**config.mk**
```make
export PLATFORM = sky130hd
export DESIGN_NAME = lsu_ctrl
export DESIGN_NICKNAME = d
export VERILOG_FILES = /design/src/rtl/riscv_lsu_pkg.sv /design/src/rtl/lsu_load_align.sv /design/src/rtl/lsu_ctrl.sv
export SDC_FILE = /design/constraint.sdc
export NUM_CORES = 1
export LEC_CHECK = 0
export CAP_MARGIN = 20
export CORE_MARGIN = 4
export CORE_UTILIZATION = 42
export CTS_BUF_LIST = sky130_fd_sc_hd__clkbuf_4
export CTS_CLUSTER_DIAMETER = 30
export DETAILED_ROUTE_END_ITERATION = 8
export GPL_ROUTABILITY_DRIVEN = 1
export PLACE_DENSITY = 0.92
export SKIP_CTS_REPAIR_TIMING = 1
export SLEW_MARGIN = 10
export SYNTH_ARGS = -nofsm -noshare
export SYNTH_HDL_FRONTEND = slang
export SYNTH_SLANG_ARGS = --single-unit
```
**constraint.sdc**
```tcl
create_clock -name clk -period 1.95 [get_ports clk]
set_input_delay 0.39 -clock clk [delete_from_list [all_inputs] [get_ports clk]]
set_output_delay 0.39 -clock clk [all_outputs]
set_load 0.02 [all_outputs]
```
**src/rtl/riscv_lsu_pkg.sv**
```systemverilog
// Shared LSU definitions: funct3 codes, DMEM LenSel codes, FSM states and request decode helpers.
package riscv_lsu_pkg;

  localparam logic [2:0] F3_B  = 3'b000;
  localparam logic [2:0] F3_H  = 3'b001;
  localparam logic [2:0] F3_W  = 3'b010;
  localparam logic [2:0] F3_BU = 3'b100;
  localparam logic [2:0] F3_HU = 3'b101;

  localparam logic [1:0] LEN_BYTE = 2'b00;
  localparam logic [1:0] LEN_HALF = 2'b01;
  localparam logic [1:0] LEN_WORD = 2'b11;

  typedef enum logic [1:0] {
    IDLE = 2'd0,
    ACC  = 2'd1,
    RESP = 2'd2
  } lsu_state_e;

  // Unsigned variants only exist for loads.
  function automatic logic f3_illegal(input logic [2:0] f3, input logic we);
    case (f3)
      F3_B, F3_H, F3_W: return 1'b0;
      F3_BU, F3_HU:     return we;
      default:          return 1'b1;
    endcase
  endfunction

  function automatic logic [1:0] f3_len(input logic [2:0] f3);
    case (f3[1:0])
      2'b00:   return LEN_BYTE;
      2'b01:   return LEN_HALF;
      default: return LEN_WORD;
    endcase
  endfunction

  // Only meaningful for legal funct3; f3[1:0] then encodes the size.
  function automatic logic f3_misaligned(input logic [2:0] f3, input logic [1:0] a);
    case (f3[1:0])
      2'b01:   return a[0];
      2'b10:   return |a;
      default: return 1'b0;
    endcase
  endfunction

endpackage

```
**src/rtl/lsu_load_align.sv**
```systemverilog
// Combinational load extension: low-justified raw DMEM data + funct3 -> sign/zero-extended word.
module lsu_load_align
  import riscv_lsu_pkg::*;
(
  input  logic [31:0] raw,
  input  logic [2:0]  funct3,
  output logic [31:0] rdata
);

  always_comb begin
    rdata = '0;
    case (funct3)
      F3_B:    rdata = {{24{raw[7]}}, raw[7:0]};
      F3_H:    rdata = {{16{raw[15]}}, raw[15:0]};
      F3_W:    rdata = raw;
      F3_BU:   rdata = {24'd0, raw[7:0]};
      F3_HU:   rdata = {16'd0, raw[15:0]};
      default: rdata = '0;
    endcase
  end

endmodule

```
**src/rtl/lsu_ctrl.sv**
```systemverilog
// Load/store unit: request handshake -> single DMEM access -> registered response.
// Define LSU_MISALIGN_SPLIT_EN to execute misaligned H/W accesses as byte beats instead of erroring.
module lsu_ctrl
  import riscv_lsu_pkg::*;
#(
  parameter int unsigned ADDR_W = 32,
  parameter int unsigned DATA_W = 32,
  parameter int unsigned LEN_W  = 2
) (
  input  logic              clk,
  input  logic              rst_n,
  input  logic              req_valid,
  output logic              req_ready,
  input  logic              req_we,
  input  logic [2:0]        req_funct3,
  input  logic [ADDR_W-1:0] req_addr,
  input  logic [DATA_W-1:0] req_wdata,
  output logic              rsp_valid,
  input  logic              rsp_ready,
  output logic [DATA_W-1:0] rsp_rdata,
  output logic              rsp_err,
  output logic [ADDR_W-1:0] Addr,
  output logic [DATA_W-1:0] DataW,
  input  logic [DATA_W-1:0] DataR,
  output logic              MemRW,
  output logic [LEN_W-1:0]  LenSel
);

  lsu_state_e        state_q, state_d;
  logic              rq_we_q, rq_we_d;
  logic [2:0]        rq_f3_q, rq_f3_d;
  logic [ADDR_W-1:0] dmem_addr_q, dmem_addr_d;
  logic [DATA_W-1:0] dmem_wdata_q, dmem_wdata_d;
  logic [LEN_W-1:0]  dmem_len_q, dmem_len_d;
  logic [DATA_W-1:0] rsp_rdata_q, rsp_rdata_d;
  logic              rsp_err_q, rsp_err_d;
  logic [DATA_W-1:0] raw;
  logic [DATA_W-1:0] ext;
`ifdef LSU_MISALIGN_SPLIT_EN
  logic              split_q, split_d;
  logic [1:0]        beat_q, beat_d;
  logic [1:0]        beat_nxt;
  logic [1:0]        beat_last;
  logic [DATA_W-1:0] asm_q, asm_d;
  logic [ADDR_W-1:0] rq_addr_q, rq_addr_d;
  logic [DATA_W-1:0] rq_wdata_q, rq_wdata_d;
`endif

  lsu_load_align u_align (
    .raw    (raw),
    .funct3 (rq_f3_q),
    .rdata  (ext)
  );

  always_comb begin
    state_d      = state_q;
    rq_we_d      = rq_we_q;
    rq_f3_d      = rq_f3_q;
    dmem_addr_d  = dmem_addr_q;
    dmem_wdata_d = dmem_wdata_q;
    dmem_len_d   = dmem_len_q;
    rsp_rdata_d  = rsp_rdata_q;
    rsp_err_d    = rsp_err_q;
    raw          = DataR;
`ifdef LSU_MISALIGN_SPLIT_EN
    split_d    = split_q;
    beat_d     = beat_q;
    asm_d      = asm_q;
    rq_addr_d  = rq_addr_q;
    rq_wdata_d = rq_wdata_q;
    beat_nxt   = beat_q + 2'd1;
    beat_last  = (rq_f3_q == F3_W) ? 2'd3 : 2'd1;
    // Bytes land little-endian; the current beat's byte is merged combinationally.
    if (split_q)
      raw = asm_q | ({{(DATA_W-8){1'b0}}, DataR[7:0]} << {beat_q, 3'b000});
`endif

    case (state_q)
      IDLE: begin
        if (req_valid) begin
          rq_we_d     = req_we;
          rq_f3_d     = req_funct3;
          rsp_rdata_d = '0;
          rsp_err_d   = 1'b0;
          if (f3_illegal(req_funct3, req_we)) begin
            rsp_err_d = 1'b1;
            state_d   = RESP;
          end else if (f3_misaligned(req_funct3, req_addr[1:0])) begin
`ifdef LSU_MISALIGN_SPLIT_EN
            split_d      = 1'b1;
            beat_d       = '0;
            asm_d        = '0;
            rq_addr_d    = req_addr;
            rq_wdata_d   = req_wdata;
            dmem_addr_d  = req_addr;
            dmem_wdata_d = {{(DATA_W-8){1'b0}}, req_wdata[7:0]};
            dmem_len_d   = LEN_BYTE;
            state_d      = ACC;
`else
            rsp_err_d = 1'b1;
            state_d   = RESP;
`endif
          end else begin
`ifdef LSU_MISALIGN_SPLIT_EN
            split_d = 1'b0;
            beat_d  = '0;
`endif
            dmem_addr_d  = req_addr;
            dmem_wdata_d = req_wdata;
            dmem_len_d   = f3_len(req_funct3);
            state_d      = ACC;
          end
        end
      end
      ACC: begin
`ifdef LSU_MISALIGN_SPLIT_EN
        if (split_q && (beat_q != beat_last)) begin
          asm_d        = raw;
          beat_d       = beat_nxt;
          dmem_addr_d  = rq_addr_q + ADDR_W'(beat_nxt);
          dmem_wdata_d = {{(DATA_W-8){1'b0}}, rq_wdata_q[{beat_nxt, 3'b000} +: 8]};
        end else begin
          rsp_rdata_d = rq_we_q ? '0 : ext;
          state_d     = RESP;
        end
`else
        rsp_rdata_d = rq_we_q ? '0 : ext;
        state_d     = RESP;
`endif
      end
      RESP: begin
        if (rsp_ready)
          state_d = IDLE;
      end
      default: state_d = IDLE;
    endcase
  end

  always_ff @(posedge clk or negedge rst_n) begin
    if (!rst_n) begin
      state_q      <= IDLE;
      rq_we_q      <= 1'b0;
      rq_f3_q      <= '0;
      dmem_addr_q  <= '0;
      dmem_wdata_q <= '0;
      dmem_len_q   <= '0;
      rsp_rdata_q  <= '0;
      rsp_err_q    <= 1'b0;
`ifdef LSU_MISALIGN_SPLIT_EN
      split_q    <= 1'b0;
      beat_q     <= '0;
      asm_q      <= '0;
      rq_addr_q  <= '0;
      rq_wdata_q <= '0;
`endif
    end else begin
      state_q      <= state_d;
      rq_we_q      <= rq_we_d;
      rq_f3_q      <= rq_f3_d;
      dmem_addr_q  <= dmem_addr_d;
      dmem_wdata_q <= dmem_wdata_d;
      dmem_len_q   <= dmem_len_d;
      rsp_rdata_q  <= rsp_rdata_d;
      rsp_err_q    <= rsp_err_d;
`ifdef LSU_MISALIGN_SPLIT_EN
      split_q    <= split_d;
      beat_q     <= beat_d;
      asm_q      <= asm_d;
      rq_addr_q  <= rq_addr_d;
      rq_wdata_q <= rq_wdata_d;
`endif
    end
  end

  // Decoded from the state register so reset removes the write enable without a clock.
  assign MemRW     = (state_q == ACC) && rq_we_q;
  assign req_ready = (state_q == IDLE);
  assign rsp_valid = (state_q == RESP);
  assign rsp_rdata = rsp_rdata_q;
  assign rsp_err   = rsp_err_q;
  assign Addr      = dmem_addr_q;
  assign DataW     = dmem_wdata_q;
  assign LenSel    = dmem_len_q;

endmodule
```
==> results.txt, run 1 <==
status: finished, final reports clean
post-synth top area cell: dfrtp_1
Placement Rows: 36
core area: 0.00977 sq mm
die height: 108 microns
post-route DRC violation count: 0
Worst setup SP type: register
Total Routed Length: 12.5 mm
synthesis-stage register bit count: 105
Worst Max-Slew Pin Slew: 0.614 ns
fin crit share: 98.2%
sequential share of the synthesized area: 62.5%
Layout Skew: 0.0229 ns
Buffers & Inverters on Critical Path: 1
Logic pwr share: 48.8%
final-report hold violation count: 0
Fillers: 672
CTS Buffer Depth: 2
WL/cell: 18.5 microns
layout net count: 643
Worst slew margin: 59.0%
worst min path class: input port to register
worst hold slack: 0.315 ns
DIE WIDTH: 108 microns
initial antenna violation count: 0
GP Congestion: 0.777
Net Sw Frac: 36.4%
DRT Pass-1 Iters: 4
first-pass GRT wire length: 18.7 mm
max cap viols: 0
Final Slew Violations: 0
synth unique cells: 30
crit-path max FO: 2
Mapped Nets: 425
Synth Flop Type: dfrtp_1
CTS Buf Count: 9
Area Growth Syn to Fin: 65.7%
Worst path max stage delay: 0.62 ns
Final Util: 71.3%
layout cells sized above 1: 17.9%
type of the worst setup path: register to output pin
Synth top cells by count: dfrtp_1, mux2_2, nand2_1, o21ai_0, a21oi_1
Starting Density: 43.0%
Syn. warnings: 0
First DRT Iteration DRCs: 165
top cell type's share of synthesized area: 62.5%
fmax: 0.522 GHz
Int Power: 5.91 mW
count leader, synth: dfrtp_1
setup ws final: 0.0355 ns
crit path DAT: 1.52 ns
cell chain of the critical path: clkdlybuf4s50_1
Syn Inst Count: 318
Boundary Pins: 206
Period minus WS final: 1.91 ns
final setup vio count: 0
H-tree levels: 3
largest net degree at the start of global routing: 106
HPWL after DPL: 8.84 mm
Worst setup EP type: output pin
vias in the first global route: 3,656
Post-synth ARST share: 100%
share of power burned in registers: 37.6%
gr usage total: 20.9%
clk sinks: 105
Mapped Avg Cell Area: 13.2 sq um
detailed-route via count: 3,379
leakage: 3.36 nW
Critical Path RT: 1.56 ns
Post-synth EDFFs: 0
Worst-Skew Late Latency: 0.49 ns
Mapped Area: 0.00421 sq mm
largest cells by area after synthesis: dfrtp_1, mux2_2, mux2_1
CTS tree: built
cell family with most CP delay: buffers and inverters
cell area power density: 1330 mW/mm^2
CTS root buf: clkbuf_4
net switching power: 3.39 mW
CTS clk-pin slew, worst paths: 0.17 ns
Place WS: -0.600 ns
Slowest-stage cell, CP: clkdlybuf4s50_1
Worst IR Drop VDD: 1.06 mV
IO Port Bufs: 205
clock share of power: 13.6%
Vias/cell: 5.01
full die area: 0.0117 sq mm
TNS Setup: 0 ns
Final ANT Viol Nets: 0
GR Overflow Total: 0
==> worst paths after layout <==
| path | start | endpoint | slack (ns) | cells after the start |
|---|---|---|---|---|
| min | req_funct3[1] | rq_f3_q[1] | 0.32 | 4 |
| max reg2reg | rq_f3_q[0] | rsp_rdata[12] | 0.12 | 3 |
| max | DataW[27] | DataW[27] | 0.04 | 1 |
| min reg2reg | rsp_rdata[17] | rsp_rdata[17] | 0.50 | 2 |
| max in group asynchronous | rst_n | DataW[18] | 1.03 | 3 |
| min in group asynchronous | rst_n | rsp_rdata[12] | 0.50 | 3 |
==> cell usage in the layout (no fill, tap or decap), drive strengths merged, types with 2 or more instances in the layout <==
cell             n
a2bb2oi          8
buf             15
a22o             9
clkbuf          18
a21oi           25
mux2            67
nor2b            3
bufinv           2
dlymetal6s2s    45
mux2i            2
clkdlybuf4s50  158
dfrtp          105
nand2b           2
o21ai           27
nor2             6
ha               3
clkinvlp         2
nand2           27
inv              5
==> flip-flops by register name (all words and copies together) (netlist names) <==
register   flops
Addr          32
DataW         32
LenSel         2
rq_f3_q        3
rq_we_q        1
rsp_err        1
rsp_rdata     32
state_q        2
==> routing by layer <==
| layer | vias to the layer above | GRT usage (%) | part of all wire (%) |
|---|---|---|---|
| li1 | 1550 | - | - |
| met4 | 0 | 6.40 | 1.6 |
| met1 | 1677 | 22.6 | 36 |
| met2 | 137 | 36.9 | 54 |
| met3 | 15 | 9.37 | 8.9 |
| met5 | - | 0 | 0 |
==> power groups by stage <==
stage	Clock [mW]	Sequential [mW]	Combinational, mW
floorplan	0	4.44	1.32
global placement	0	3.49	4.42
detailed placement	0	3.56	4.54
CTS	1.31	3.52	4.56
global route	1.40	3.62	4.83
finish	1.26	3.49	4.54
==> cell type report <==
type                            count  area [sq um]  share of cell area (%)
Inverter                            5          18.8                   0.269
Multi-Input combinational cell    189          1510                    21.7
Tap cell                          133           166                    2.39
Clock buffer                       11          82.6                    1.18
Timing Repair Buffer              226          2480                    35.6
Clock inverter                      5          80.1                    1.15
Antenna cell                        1          2.50                  0.0359
Sequential cell                   105          2630                    37.7
==> metrics by stage <==
step / area (sq um) / power, mW / cells
detailed placement: 6470 / 8.09 / 650
global placement: 6470 / 7.92 / 650
finish: 6970 / 9.30 / 675
floorplan: 4210 / 5.75 / 318
global route: 6970 / 9.85 / 674
CTS: 6630 / 9.38 / 666
==> cells by family (layout without fill, tap and decap cells) <==
kind of cell             after synthesis  count (layout)  synth area share [%]
adder cells (fa/ha/maj)                3               3                 0.892
AO/OA/AOI/OAI                         74              74                  10.8
AND/OR/NAND/NOR                       43              43                  4.58
other                                  0               1                     0
flip-flops                           105             105                  62.5
multiplexers                          69              69                  18.4
buffers and inverters                 24             247                  2.89
Power figures use the tool's default switching activity.
==> run 2: changes to the inputs <==
ABC_AREA = 1   (was default)
CORE_UTILIZATION = 46   (was 42)
PLACE_DENSITY = 0.95   (was 0.92)
clock period = 2.5 ns   (was 1.95 ns; I/O delays follow)
==> run 2 against run 1 <==
Compared with the run above:
- sequential cell count did not move
- area after synthesis increased by 8.7%
- critical path depth grew 3
- total power is 29% lower
- combinational power fell by 31%
- non-clock buffer count decreased by 6
- die area decreased by 0.66%
- sequential share of layout area up 0.46 points
- critical path type unchanged
==> results.txt, run 2 <==
Period minus WS final: 2.36 ns
Mapped Area: 0.00457 sq mm
Top Layer Used: met4
die height: 108 microns
cell area power density: 957 mW/mm^2
CTS Buf Count: 9
Total Routed Length: 13.6 mm
DRT Pass-1 Iters: 5
final-report hold violation count: 0
synthesis-stage register bit count: 105
share of power burned in registers: 39.7%
net switching power: 2.60 mW
TNS Setup: 0 ns
crit path DAT: 1.86 ns
gr usage total: 23.4%
Final Slew Violations: 0
Worst setup SP type: register
post-synthesis xor/xnor area fraction: 0%
clk sinks: 105
top cell type's share of synthesized area: 57.4%
Synth Area in Simple Gates: 35.1%
Post-synth ARST share: 100%
Finished Layout Cells: 873
Cells after DPL: 857
WL/cell: 15.6 microns
fmax: 0.424 GHz
CTS tree: built
fin crit share: 94.4%
core area: 0.00973 sq mm
clock share of power: 12.6%
max cap viols: 0
Starting Density: 47.0%
Worst-Skew Late Latency: 0.42 ns
CTS root buf: clkbuf_4
Synth Area in Compound Gates: 0.848%
GR Overflow Total: 0
CTS Buffer Depth: 2
H-tree levels: 3
initial antenna violation count: 0
Final ANT Viol Nets: 0
reg2reg start: state_q[0]
post-synthesis mux area share: 0%
routed wl met3: 994 microns
post-route DRC violation count: 0
Worst setup EP type: output pin
Area Growth Syn to Fin: 50.6%
first-pass GRT wire length: 21.7 mm
type of the worst setup path: register to output pin
final instance area: 0.00689 sq mm
RSZ-0062 raised after global routing: no
IO Port Bufs: 205
largest net degree at the start of global routing: 53
Worst slew margin: 60.1%
reg2reg path depth: 6
Boundary Pins: 206
post-synth top area cell: dfrtp_1
Mapped Nets: 649
sequential share of the synthesized area: 57.4%
Placement Rows: 36
cell family with most CP delay: buffers and inverters
most frequent cells in the layout: nand2_1, clkdlybuf4s50_1, dfrtp_1, nand4_1, nand3_1
Worst Max-Slew Pin Slew: 0.599 ns
adder-cell share of the synthesized area: 0.821%
DIE WIDTH: 108 microns
First DRT Iteration DRCs: 270
Metal-1 WL: 5.24 mm
CTS clk-pin slew, worst paths: 0.15 ns
Final Util: 70.8%
Worst path depth: 4
Logic pwr share: 47.8%
largest cells by area after synthesis: dfrtp_1, nand2_1, nand4_1
layout net count: 842
wire length on met2: 7.04 mm
layout cells sized above 1: 5.00%
Synth top cells by count: nand2_1, dfrtp_1, nand4_1, nand3_1, buf_2
DP Area: 0.00676 sq mm
Buffers & Inverters on Critical Path: 2
diode count: 0
crit-path max FO: 4
Worst IR Drop VDD: 0.613 mV
vias in the first global route: 4,479
worst min path class: input port to asynchronous set/reset pin
Synth Flop Type: dfrtp_1
count leader, synth: nand2_1
synth unique cells: 21
Vias/cell: 5.22
Syn. warnings: 0
Post-synth EDFFs: 0
Layout Skew: 0.0104 ns
Syn Inst Count: 542
HPWL after DPL: 10.2 mm
crit path launch: state_q[1]
Net Sw Frac: 39.5%
Mapped Avg Cell Area: 8.44 sq um
status: finished, final reports clean
detailed-route via count: 4,560
total power: 6.59 mW
Int Power: 3.99 mW
Critical Path RT: 2.00 ns
leakage: 3.43 nW
full die area: 0.0116 sq mm
final setup vio count: 0
most common cell after layout, fill and taps aside: nand2_1
GP Congestion: 0.798
Slowest-stage cell, CP: clkdlybuf4s50_1
Worst path max stage delay: 0.64 ns
cell chain of the critical path: inv_1 > nand2_1 > nor2_1 > clkdlybuf4s50_1
largest family of logic cells by synthesized area: simple AND/OR/NAND/NOR gates
==> run 2: cells by family after synthesis <==
group,count (synthesis)
compound gates,7
fa+ha+maj,3
flops,105
simple gates,373
buf+inv,54
==> run 2: final timing paths <==
check	end	slack [ns]
worst max-delay path	MemRW	0.14
worst min-delay path	DataW[20]	0.05
worst max register to register	DataW[6]	0.91
worst min register to register	Addr[1]	0.49
max in group asynchronous	rsp_rdata[24]	1.71
min in group clk	Addr[1]	0.49
==> run 2: area by class of cell <==
cell class / instances / area [sq um]
Clock inverter: 7 / 61.3
Sequential cell: 105 / 2630
Timing Repair Buffer: 220 / 2200
Multi-Input combinational cell: 383 / 1710
Inverter: 16 / 60.1
Tap cell: 133 / 166
Clock buffer: 9 / 67.6
Fill cell: 739 / 2840
==> run 2: per-layer routing <==
layer  global-route usage (%)  vias to the layer above
met4                     8.12                        0
li1                         -                     2131
met2                     40.8                      223
met3                     4.62                       26
met5                        0                        -
met1                     28.8                     2180
==> run 2: power by group through the flow <==
stage | registers (mW) | logic [mW] | clock network, mW
after floorplan | 3.27 | 0.876 | 0
after global placement | 2.62 | 3.08 | 0
after detailed placement | 2.64 | 3.18 | 0
after CTS | 2.62 | 3.18 | 0.849
after global routing | 2.69 | 3.39 | 0.918
final | 2.61 | 3.15 | 0.828
==> run 2: metrics by stage <==
stage               hold slack [ns]  setup slack (ns)
floorplan                     0.204             0.890
global placement              0.456             0.299
detailed placement            0.457             0.198
CTS                          0.0600             0.102
global route                 0.0797            0.0466
finish                       0.0529             0.139
==> run 2: worst reg2reg max path, stage by stage (launching register included) <==
cell and delay [ns]:
dfrtp_1 0.45, nor2_2 0.13, nand2_2 0.12, inv_2 0.10
buf_4 0.43, nand4_1 0.20, nand2_1 0.11
==> run 3: changes to the inputs <==
CTS_CLUSTER_DIAMETER = default   (was 30)
CTS_CLUSTER_SIZE = 20   (was default)
==> results of run 3 <==
The final DEF is identical to that of run 2; final timing and power are the same.
